<file path="config.mk">
export PLATFORM = sky130hd
export DESIGN_NAME = mem_access
export DESIGN_NICKNAME = d
export VERILOG_FILES = /design/src/rtl/mem_access.sv
export SDC_FILE = /design/constraint.sdc
export NUM_CORES = 1
export LEC_CHECK = 0
export CAP_MARGIN = 10
export CORE_ASPECT_RATIO = 1.5
export CORE_UTILIZATION = 51
export DETAILED_ROUTE_END_ITERATION = 8
export PLACE_DENSITY = 0.88
export RECOVER_POWER = 25
export SYNTH_ARGS = -nofsm -noshare
export SYNTH_HDL_FRONTEND = slang
export SYNTH_SLANG_ARGS = --single-unit
</file>
<file path="constraint.sdc">
create_clock -name i_clk -period 11.35 [get_ports i_clk]
set_input_delay 2.27 -clock i_clk [delete_from_list [all_inputs] [get_ports i_clk]]
set_output_delay 2.27 -clock i_clk [all_outputs]
set_load 0.02 [all_outputs]
</file>
<file path="src/rtl/mem_access.sv">
// Memory-access pipeline stage: runs req/ack data-memory transactions for loads and
// stores, aligns and extends load data, and registers the result bundle for writeback.
module mem_access #(
  parameter int ACK_TIMEOUT = 255
) (
  input  logic        i_clk,
  input  logic        i_rst,
  input  logic        i_valid,
  input  logic        i_mem_read,
  input  logic        i_mem_write,
  input  logic        i_mem_to_reg,
  input  logic        i_reg_write,
  input  logic [2:0]  i_funct3,
  input  logic [31:0] i_aluresult,
  input  logic [31:0] i_store_data,
  input  logic [4:0]  i_rd_addr,
  output logic        o_stall,
  output logic        o_dmem_req,
  output logic        o_dmem_we,
  output logic [31:0] o_dmem_addr,
  output logic [31:0] o_dmem_wdata,
  output logic [3:0]  o_dmem_be,
  input  logic [31:0] i_dmem_rdata,
  input  logic        i_dmem_ack,
  output logic        o_valid,
  output logic        o_mem_to_reg,
  output logic        o_reg_write,
  output logic [4:0]  o_rd_addr,
  output logic [31:0] o_aluresult,
  output logic [31:0] o_write_data,
  output logic [1:0]  o_exc
);

  localparam int CW = (ACK_TIMEOUT < 2) ? 1 : $clog2(ACK_TIMEOUT);
  localparam logic [CW-1:0] CNT_LAST = CW'(ACK_TIMEOUT - 1);

  typedef enum logic {IDLE = 1'b0, REQ = 1'b1} state_t;

  state_t        state, next_state;
  logic [CW-1:0] cnt;
  logic          mem_op, illegal, misaligned, fault, start, done, timeout;
  logic [31:0]   cap_addr;
  logic [2:0]    cap_funct3;
  logic [4:0]    cap_rd;
  logic          cap_mem_to_reg, cap_reg_write, cap_we;

  function automatic logic [3:0] store_be(input logic [2:0] funct3, input logic [1:0] lane);
    case (funct3)
      3'b000:  return 4'b0001 << lane;
      3'b001:  return 4'b0011 << lane;
      3'b010:  return 4'b1111;
      default: return 4'b0000;
    endcase
  endfunction

  function automatic logic [31:0] store_wdata(input logic [2:0] funct3, input logic [31:0] data);
    case (funct3)
      3'b000:  return {4{data[7:0]}};
      3'b001:  return {2{data[15:0]}};
      3'b010:  return data;
      default: return 32'h0000_0000;
    endcase
  endfunction

  function automatic logic [31:0] load_extend(input logic [2:0] funct3, input logic [1:0] lane,
                                              input logic [31:0] rdata);
    logic [7:0]  b;
    logic [15:0] h;
    b = rdata[{lane, 3'b000} +: 8];
    h = lane[1] ? rdata[31:16] : rdata[15:0];
    case (funct3)
      3'b000:  return {{24{b[7]}}, b};
      3'b001:  return {{16{h[15]}}, h};
      3'b010:  return rdata;
      3'b100:  return {24'h00_0000, b};
      3'b101:  return {16'h0000, h};
      default: return 32'h0000_0000;
    endcase
  endfunction

  // Width legality and alignment of the presented access.
  always_comb begin
    illegal    = 1'b0;
    misaligned = 1'b0;
    case (i_funct3)
      3'b000:  misaligned = 1'b0;
      3'b001:  misaligned = i_aluresult[0];
      3'b010:  misaligned = (i_aluresult[1:0] != 2'b00);
      3'b100:  illegal    = i_mem_write;
      3'b101:  begin
        illegal    = i_mem_write;
        misaligned = i_aluresult[0];
      end
      default: illegal = 1'b1;
    endcase
  end

  assign mem_op  = i_valid & (i_mem_read | i_mem_write);
  assign fault   = (state == IDLE) & mem_op & (illegal | misaligned);
  assign start   = (state == IDLE) & mem_op & ~(illegal | misaligned);
  assign done    = (state == REQ) & i_dmem_ack;
  assign timeout = (state == REQ) & ~i_dmem_ack & (cnt == CNT_LAST);

  // State register.
  always_ff @(posedge i_clk or posedge i_rst) begin
    if (i_rst) state <= IDLE;
    else       state <= next_state;
  end

  // Next-state logic.
  always_comb begin
    next_state = state;
    case (state)
      IDLE:    next_state = start ? REQ : IDLE;
      REQ:     next_state = (done || timeout) ? IDLE : REQ;
      default: next_state = IDLE;
    endcase
  end

  // Stall output; released on the terminating cycle (ack or timeout) so upstream advances once.
  always_comb begin
    o_stall = 1'b0;
    case (state)
      IDLE:    o_stall = start;
      REQ:     o_stall = ~(i_dmem_ack | timeout);
      default: o_stall = 1'b0;
    endcase
  end

  // Wait-cycle counter, cleared whenever not waiting in REQ.
  always_ff @(posedge i_clk or posedge i_rst) begin
    if (i_rst)                                     cnt <= '0;
    else if ((state == REQ) && !done && !timeout) cnt <= cnt + CW'(1);
    else                                           cnt <= '0;
  end

  // Bus request and captured instruction, held stable for the whole transaction.
  always_ff @(posedge i_clk or posedge i_rst) begin
    if (i_rst) begin
      o_dmem_req     <= 1'b0;
      o_dmem_we      <= 1'b0;
      o_dmem_addr    <= 32'h0000_0000;
      o_dmem_wdata   <= 32'h0000_0000;
      o_dmem_be      <= 4'b0000;
      cap_addr       <= 32'h0000_0000;
      cap_funct3     <= 3'b000;
      cap_rd         <= 5'd0;
      cap_mem_to_reg <= 1'b0;
      cap_reg_write  <= 1'b0;
      cap_we         <= 1'b0;
    end else if (start) begin
      o_dmem_req     <= 1'b1;
      o_dmem_we      <= i_mem_write;
      o_dmem_addr    <= {i_aluresult[31:2], 2'b00};
      o_dmem_wdata   <= i_mem_write ? store_wdata(i_funct3, i_store_data) : 32'h0000_0000;
      o_dmem_be      <= i_mem_write ? store_be(i_funct3, i_aluresult[1:0]) : 4'b0000;
      cap_addr       <= i_aluresult;
      cap_funct3     <= i_funct3;
      cap_rd         <= i_rd_addr;
      cap_mem_to_reg <= i_mem_to_reg;
      cap_reg_write  <= i_reg_write;
      cap_we         <= i_mem_write;
    end else if (done || timeout) begin
      o_dmem_req <= 1'b0;
      o_dmem_we  <= 1'b0;
    end
  end

  // Result bundle: one valid pulse per instruction; reg_write and exc are zero otherwise.
  always_ff @(posedge i_clk or posedge i_rst) begin
    if (i_rst) begin
      o_valid      <= 1'b0;
      o_mem_to_reg <= 1'b0;
      o_reg_write  <= 1'b0;
      o_rd_addr    <= 5'd0;
      o_aluresult  <= 32'h0000_0000;
      o_write_data <= 32'h0000_0000;
      o_exc        <= 2'b00;
    end else begin
      o_valid     <= 1'b0;
      o_reg_write <= 1'b0;
      o_exc       <= 2'b00;
      if (done || timeout) begin
        o_valid      <= 1'b1;
        o_mem_to_reg <= cap_mem_to_reg;
        o_reg_write  <= cap_reg_write & done;
        o_rd_addr    <= cap_rd;
        o_aluresult  <= cap_addr;
        o_write_data <= (done && !cap_we) ? load_extend(cap_funct3, cap_addr[1:0], i_dmem_rdata)
                                          : 32'h0000_0000;
        o_exc        <= done ? 2'b00 : 2'b10;
      end else if ((state == IDLE) && i_valid && !start) begin
        o_valid      <= 1'b1;
        o_mem_to_reg <= i_mem_to_reg;
        o_reg_write  <= i_reg_write & ~fault;
        o_rd_addr    <= i_rd_addr;
        o_aluresult  <= i_aluresult;
        o_write_data <= 32'h0000_0000;
        o_exc        <= fault ? (illegal ? 2'b11 : 2'b01) : 2'b00;
      end
    end
  end

endmodule

</file>
# After elaboration in Yosys (flattened, before gate mapping)
# Index checks and enable logic that the tools add are counted.
[op_classes]
eq_ne = 9
shift = 3
mux = 34
reduce_logical = 18
bitwise = 17
add_sub_neg = 1
[op_table]
columns = ["cell", "count"]
rows = [
  ["32-bit two-way mux", 6],
  ["32-bit one-hot mux with 5 select lines", 1],
  ["32-bit one-hot mux with 3 select lines", 1],
  ["32-bit by 6-bit indexed part select with 8-bit output", 1],
  ["16-bit two-way mux", 1],
  ["3-bit equality test, second input constant", 4],
  ["4-bit one-hot mux with 3 select lines", 1],
  ["1-bit two-way mux", 11],
  ["2-bit two-way mux", 5],
  ["5-bit two-way mux", 2],
  ["1-bit bitwise AND", 9],
  ["8-bit by 1-bit adder with 8-bit output, second input constant", 1],
  ["8-bit equality test, second input constant", 1],
  ["8-bit two-way mux", 1],
  ["1-bit one-hot mux with 2 select lines", 4],
  ["3-bit by 1-bit equality test with 1-bit output, second input constant", 2],
  ["3-bit by 2-bit equality test with 1-bit output, second input constant", 2],
  ["3-bit zero test", 2],
  ["2-bit nonzero test", 3],
  ["1-bit logical AND", 5],
  ["1-bit inverter", 5],
  ["1-bit zero test", 4],
  ["4-bit two-way mux", 1],
  ["2-bit OR reduction", 2],
  ["5 further kinds", 7],
]
[totals]
regBits = 194
wordCells = 102
out_inout_bits = 145
in_bits = 112

# Logic depth before layout (Yosys ltp)
# Gate-level depths: netlist of run 1.
[depth]
ltp_word = 10
ltp_mapped = 8
mapped_depth_nobuf = 6

# Worst setup path before layout of run 1
# OpenSTA, ideal clock, no wires.
[synth_path]
path_kind = "input to output"
start = "input i_funct3[2]"
end = "output o_stall"
required_time_ps = 9080
arrival_time_ps = 3450
n_path_buf = 3
slack_ps = 5630
cell_stages = 6
cell_sequence = "buf_2 > a221oi_4 > o221ai_4 > buf_2 > buf_2 > nand2_1"
[synth_via]
elab_chain_len = 7
elab_cells_between_ends = 14
classes_between = "eq/ne: 4; mux: 3; bitwise: 3; reduce/logical: 4"
[synth_rtl]
columns = ["element", "line", "text"]
rows = [
  ["start: declaration", "13", "input logic [2:0] i_funct3,"],
  ["3-bit by 2-bit equality test with 1-bit output (tied with other cells)", "85", "case (i_funct3)"],
  ["3-bit OR reduction (no line) / 2-bit OR reduction (equally long branches)", "--", ""],
  ["1-bit one-hot mux with 2 select lines", "85", ""],
  ["1-bit OR *", "100", "assign start = (state == IDLE) & mem_op & ~(illegal | misaligned);"],
  ["1-bit inverter *", "100", ""],
  ["1-bit bitwise AND *", "100", ""],
  ["1-bit one-hot mux with 2 select lines *", "123", "case (state)"],
  ["end: declaration", "17", "output logic o_stall,"],
]
# Mark *: on every way between the ends. The rest lies on a longest branch, timed or not.

# Final worst setup path of run 1
[layout_path]
start = "input i_funct3[0]"
end = "output o_stall"
# Same word-level chain as after synthesis.

==> impl_metrics.csv, run 1 <==
group,metric,value,unit
outcome,violations,"max-capacitance violations, max-slew violations",
sta,post-route-min-period,7.03,ns
synth,syn_avg_cell_area,9.40,µm²
synth,ys_warn_count,0,
sta,finalSetupTns,0,ns
synth,synth_commonest_cells,"nand2_1 (193), dfrtp_1 (164), nand3_1 (60)",
global_routing,grt_max_degree,100,
sta,fin_crit_sh,62.0,%
floorplanning,core_area,15600,µm²
power,combPwrFrac,33.2,%
power,swShare,34.1,%
synth,synth_cell_types,50,
synth,yosys_register_bits,164,
power,power.switching,0.657,mW
floorplanning,die_area,16400,µm²
floorplanning,die_height,156,µm
hold_path,hold_path_class,"register to register",
job,max_cap_violations,1,
cts,clk_latency,0.42,ns
synth,synth_top_area_share,50.7,%
placement,place.gp.congestion,0.818,
setup_path,timing.rr.end,"o_write_data[7]",
global_routing,gr-total-overflow,0,
finish,final_nets,1152,
synth,synthCells,861,
power,p_int,1.27,mW
global_routing,grt_pass1_vias,6917,
sta,worst_clock_skew,0.0113,ns
power,pwr_density_cell,177,nW/µm²
placement,dp_hpwl,14.8,mm
synth,syn-cell-area,8090,µm²
routing,drtIter0Drc,470,
sta,finalSetupViolations,0,
routing,ant_nets,0,
finish,area_growth_syn_to_layout,34.6,%
floorplanning,die_w,105,µm
power,peakVddDrop,0.106,mV
sta,hold_violations,0,
sta,holdWs,0.466,ns
cts,cts_tree,"yes",
global_routing,antenna_found_initial,0,
floorplanning,ios,257,
setup_path,worstSetupStartpointType,"input pin",
routing,drt_pass1_iterations,8,
sta,setup_ws,4.32,ns
setup_path,ff2ff_setup_slack,8.33,ns
finish,drive_above_1_share,6.38,%
hold_path,hold_end,"o_dmem_wdata[8]",
outcome,status,"finished, violations left",
global_routing,grt_pass1_wl,35.3,mm
hold_path,min_delay_path_depth,2,
cts,cts-root-buf,"clkbuf_16",
power,power_frac_clock,27.2,%
sta,drv_slew,91,
sta,clock.fmax,142,MHz
placement,place_ws,4.31,ns
setup_path,worst-setup-path-type,"input pin to output pin",
routing,routedWlPerCell,17.7,µm
sta,tightest_slew,3.89,ns
power,p_leak,4.79,nW
routing,wl,22.1,mm
global_routing,track_usage,27.3,%
setup_path,cp.arrival,4.76,ns
synth,ys.flop_type,"dfrtp_1",
synth,synth-seq-area-share,50.7,%
synth,synth_most_common_cell,"nand2_1",
setup_path,reg2reg_depth,7,
cts,cts_buffers,17,
routing,via_per_inst,5.75,
synth,synth_edf_count,0,
cts,clk_path_buf_depth,2,
setup_path,path_max_fanout,31,
setup_path,worstPathRequired,9.08,ns
setup_path,r2r_start,"cnt[0]",
finish,n_antenna_cell,0,
finish,seqCellArea,4100,µm²
floorplanning,start_util,52.0,%
floorplanning,core.rowCount,56,
cts,hold_buffers,0,
cts,cts_resized,0,
finish,num-fill-cells,1191,
placement,port-buffer-count,254,
routing,drc,0,
power,pwr-share-seq,39.6,%
sta,rsz0062_at_grt,"false",
hold_path,min-delay-start,"o_dmem_wdata[8]",
cts,post_cts_buffers,0,
routing,num_vias,7200,
setup_path,critPathCaptureType,"output pin",
sta,max_slew_margin,-161,%
finish,multiInputGateArea,3380,µm²
cts,htree_levels,4,
cts,clk_pin_slew,0.07,ns
cts,cts.sinks,164,
synth,synth.area.top_cells,"dfrtp_1 (51%), nand2_1 (9.0%), nand3_1 (3.7%), o2bb2ai_1 (3.4%), buf_4 (3.1%)",
synth,async_flop_share,100,%
synth,synth_top_area_cell,"dfrtp_1",
metal layers:
layer	GRT usage (%)	share of wire [%]	up-vias
li1	-	-	3333
met1	32.4	38	3501
met2	47.5	52	306
met3	5.66	5.9	60
met4	12.9	3.7	0
met5	0	0	-
cell families after synthesis:
logic type / synth area share [%]
flip-flops: 50.7
other: 0.0464
adder cells (fa/ha/maj): 0.309
XOR/XNOR: 0.650
AND/OR/NAND/NOR: 18.8
AO/OA/AOI/OAI: 17.7
multiplexers: 3.77
buffers and inverters: 7.93
worst max path at each step:
stage,start,to,slack (ns),cells past startpoint
after floorplan,i_rst,cap_addr[0],4.65,1
after global placement,i_funct3[0],o_stall,4.39,5
after detailed placement,i_funct3[0],o_stall,4.31,5
after CTS,i_funct3[0],o_stall,4.30,5
after global routing,i_funct3[0],o_stall,4.18,5
final,i_funct3[0],o_stall,4.32,5
critical path: stages:
cell and delay [ns]:
clkdlybuf4s50_1 0.95, a221oi_4 0.61, o221ai_4 0.17, nand2_1 0.13
clkdlybuf4s50_1 0.62
area by class of cell:
type	instances	area share, %
clock buffers	21	4.23
inverters	6	0.218
multi-input cells	588	31.0
repair buffers	261	23.8
well taps	203	2.33
clock inverters	10	0.724
flip-flops and latches	164	37.7
power groups by stage:
stage / logic [mW] / registers [mW] / clock network (mW)
2_1_floorplan: 0.319 / 0.833 / 0
3_3_place_gp: 0.629 / 0.768 / 0
3_5_place_dp: 0.643 / 0.772 / 0
4_1_cts: 0.646 / 0.763 / 0.533
5_1_grt: 0.684 / 0.776 / 0.557
6_report: 0.640 / 0.763 / 0.525
through the flow:
step	total power [mW]	cells	util, %	area (µm²)
after floorplan	1.15	862	-	8090
after global placement	1.40	1222	66.5	10400
after detailed placement	1.41	1222	66.5	10400
after CTS	1.94	1253	70.0	10900
after global routing	2.02	1253	70.0	10900
final	1.93	1253	70.0	10900
layout by cell type (no fill, tap or decap), types with 10 or more instances in the layout:
cell type,netlist,layout
clkdlybuf4s50_1,0,231
nand2_1,193,193
dfrtp_1,164,164
nand3_1,60,60
nor2_1,52,52
a31oi_1,39,39
o21ai_1,38,38
o21ai_0,37,37
o2bb2ai_1,31,31
dlygate4sd3_1,0,22
mux2i_1,17,17
clkbuf_16,0,17
a22oi_1,16,16
nor2b_1,13,12
a21oi_1,11,11
nand3b_1,10,10
Power figures use the tool's default switching activity.
==> run 2, diff against run 1 <==
--- a/config.mk
+++ b/config.mk
@@ -7,9 +7,9 @@
 export LEC_CHECK = 0
 export CAP_MARGIN = 10
 export CORE_ASPECT_RATIO = 1.5
-export CORE_UTILIZATION = 51
+export CORE_UTILIZATION = 47
 export DETAILED_ROUTE_END_ITERATION = 8
-export PLACE_DENSITY = 0.88
+export PLACE_DENSITY = 0.82
 export RECOVER_POWER = 25
 export SYNTH_ARGS = -nofsm -noshare
 export SYNTH_HDL_FRONTEND = slang
==> constraint.sdc (replaced) <==
create_clock -name i_clk -period 6.7 [get_ports i_clk]
set_input_delay 1.34 -clock i_clk [delete_from_list [all_inputs] [get_ports i_clk]]
set_output_delay 1.34 -clock i_clk [all_outputs]
set_load 0.02 [all_outputs]
==> impl_metrics.csv, run 2 (synthesized netlist as in run 1, its figures left out) <==
group,metric,value,unit
outcome,status,"finished, violations left",
outcome,violations,"max-capacitance violations, max-slew violations",
setup_path,crit_slowest_cell,"clkdlybuf4s50_1",
routing,num_vias,7184,
global_routing,grt_use_met1,30.7,%
finish,area_growth_syn_to_layout,35.7,%
cts,cts.sinks,164,
cts,cts_buffers,17,
global_routing,grt_max_degree,81,
global_routing,gr-total-overflow,0,
sta,finalSetupViolations,0,
finish,n_antenna_cell,0,
global_routing,grtUsageMet2,43.3,%
routing,drtIter0Drc,587,
power,finalPower,3.39,mW
cts,cts-root-buf,"clkbuf_16",
power,p_leak,4.80,nW
routing,wl,22.3,mm
routing,drc,0,
hold_path,hold_end,"o_dmem_wdata[10]",
global_routing,track_usage,25.7,%
sta,drv_slew,49,
finish,multiInputGateArea,3380,µm²
global_routing,grt_pass1_vias,6849,
routing,ant_nets,0,
sta,setup_ws,1.55,ns
sta,fin_crit_sh,76.8,%
floorplanning,die_height,163,µm
setup_path,crit_family,"buffers and inverters",
global_routing,use_met3,5.16,%
sta,hold_violations,0,
cts,cts_tree,"yes",
setup_path,path_buf_inv,2,
setup_path,worst-setup-path-type,"input pin to output pin",
setup_path,worstSetupStartpointType,"input pin",
cts,htree_levels,4,
global_routing,antenna_found_initial,0,
hold_path,min_delay_path_depth,2,
setup_path,timing.rr.end,"o_write_data[7]",
floorplanning,ios,257,
setup_path,reg2reg_depth,7,
sta,finalSetupTns,0,ns
sta,rsz0062_at_grt,"false",
cts,cts_resized,0,
routing,via_per_inst,5.68,
global_routing,gr-max-usage-layer,"met2",
setup_path,critPathCaptureType,"output pin",
global_routing,grt_pass1_wl,35.1,mm
finish,final_core_util,65.2,%
floorplanning,die_area,17800,µm²
sta,clock.fmax,194,MHz
hold_path,hold_path_class,"register to register",
finish,most-common-layout-cells,"clkdlybuf4s50_1 (251), nand2_1 (193), dfrtp_1 (164), nand3_1 (60), nor2_1 (52)",
sta,max_slew_margin,-37.3,%
setup_path,cp_cell_sequence,"clkdlybuf4s50_1, a221oi_4, o221ai_4, nand2_1, clkdlybuf4s50_1",
placement,dp_hpwl,15.0,mm
placement,port-buffer-count,254,
routing,drt_pass1_iterations,8,
placement,place.gp.congestion,0.805,
hold_path,min-delay-start,"o_dmem_wdata[10]",
cts,clk_pin_slew,0.07,ns
floorplanning,die_w,109,µm
placement,place_ws,1.55,ns
floorplanning,core_area,16800,µm²
floorplanning,core.rowCount,58,
cts,clk_latency,0.43,ns
finish,seqCellArea,4100,µm²
setup_path,path_max_fanout,31,
setup_path,r2r_start,"cnt[0]",
finish,final_nets,1155,
cts,post_cts_buffers,0,
setup_path,ff2ff_setup_slack,3.79,ns
cts,clk_path_buf_depth,2,
sta,worst_clock_skew,0.00841,ns
finish,drive_above_1_share,6.83,%
setup_path,crit_path_max_incr_delay,0.94,ns
cts,hold_buffers,0,
finish,layout_commonest_cell,"clkdlybuf4s50_1",
setup_path,worstPathRequired,5.36,ns
power,pwr_density_cell,308,nW/µm²
setup_path,cp_common_cell,"clkdlybuf4s50_1",
finish,num-fill-cells,1378,
setup_path,cp.arrival,3.81,ns
power,peakVddDrop,0.238,mV
job,max_cap_violations,1,
sta,tightest_slew,2.05,ns
routing,routedWlPerCell,17.7,µm
floorplanning,start_util,48.1,%
sta,post-route-min-period,5.15,ns
[run 2: metrics by stage]
stage,cell area (µm²),hold slack [ns],std cells
2_1_floorplan,8090,0.446,862
3_3_place_gp,10400,0.453,1232
3_5_place_dp,10400,0.457,1232
4_1_cts,11000,0.472,1264
5_1_grt,11000,0.494,1264
6_report,11000,0.467,1264
[run 2: worst register-to-register path, delay by kind of cell, from the launching register on]
| kind | cells | cell delay (ns) |
|---|---|---|
| simple gates | 1 | 0.23 |
| flops | 1 | 0.44 |
| compound gates | 3 | 1.31 |
| fa+ha+maj | 1 | 0.21 |
| buf+inv | 2 | 0.68 |
[run 2: metal layers]
layer / share of wire, % / up-vias
met5: 0 / -
met2: 51 / 304
met1: 39 / 3470
met4: 4.1 / 0
met3: 6.0 / 66
li1: - / 3344
[run 2: how the worst max path moves through the flow]
stage	from	endpoint	slack, ns	cells past startpoint
after global placement	i_funct3[0]	o_stall	1.60	5
after CTS	i_funct3[0]	o_stall	1.56	5
after floorplan	i_rst	cap_addr[0]	0.93	1
after global routing	i_funct3[0]	o_stall	1.45	5
final	i_funct3[0]	o_stall	1.55	5
after detailed placement	i_funct3[0]	o_stall	1.55	5
[run 2: area by class of cell]
type                            instances  area share (%)
Sequential cell                       164            37.4
Timing Repair Buffer                  264            23.8
Clock buffer                           19            4.04
Tap cell                              210            2.39
Inverter                                6           0.217
Multi-Input combinational cell        588            30.8
Clock inverter                         13            1.45
[run 2: power by group]
part / switching [mW] / internal [mW]
registers: 0.128 / 1.17
clock network: 0.407 / 0.595
logic: 0.590 / 0.500
total: 1.12 / 2.26
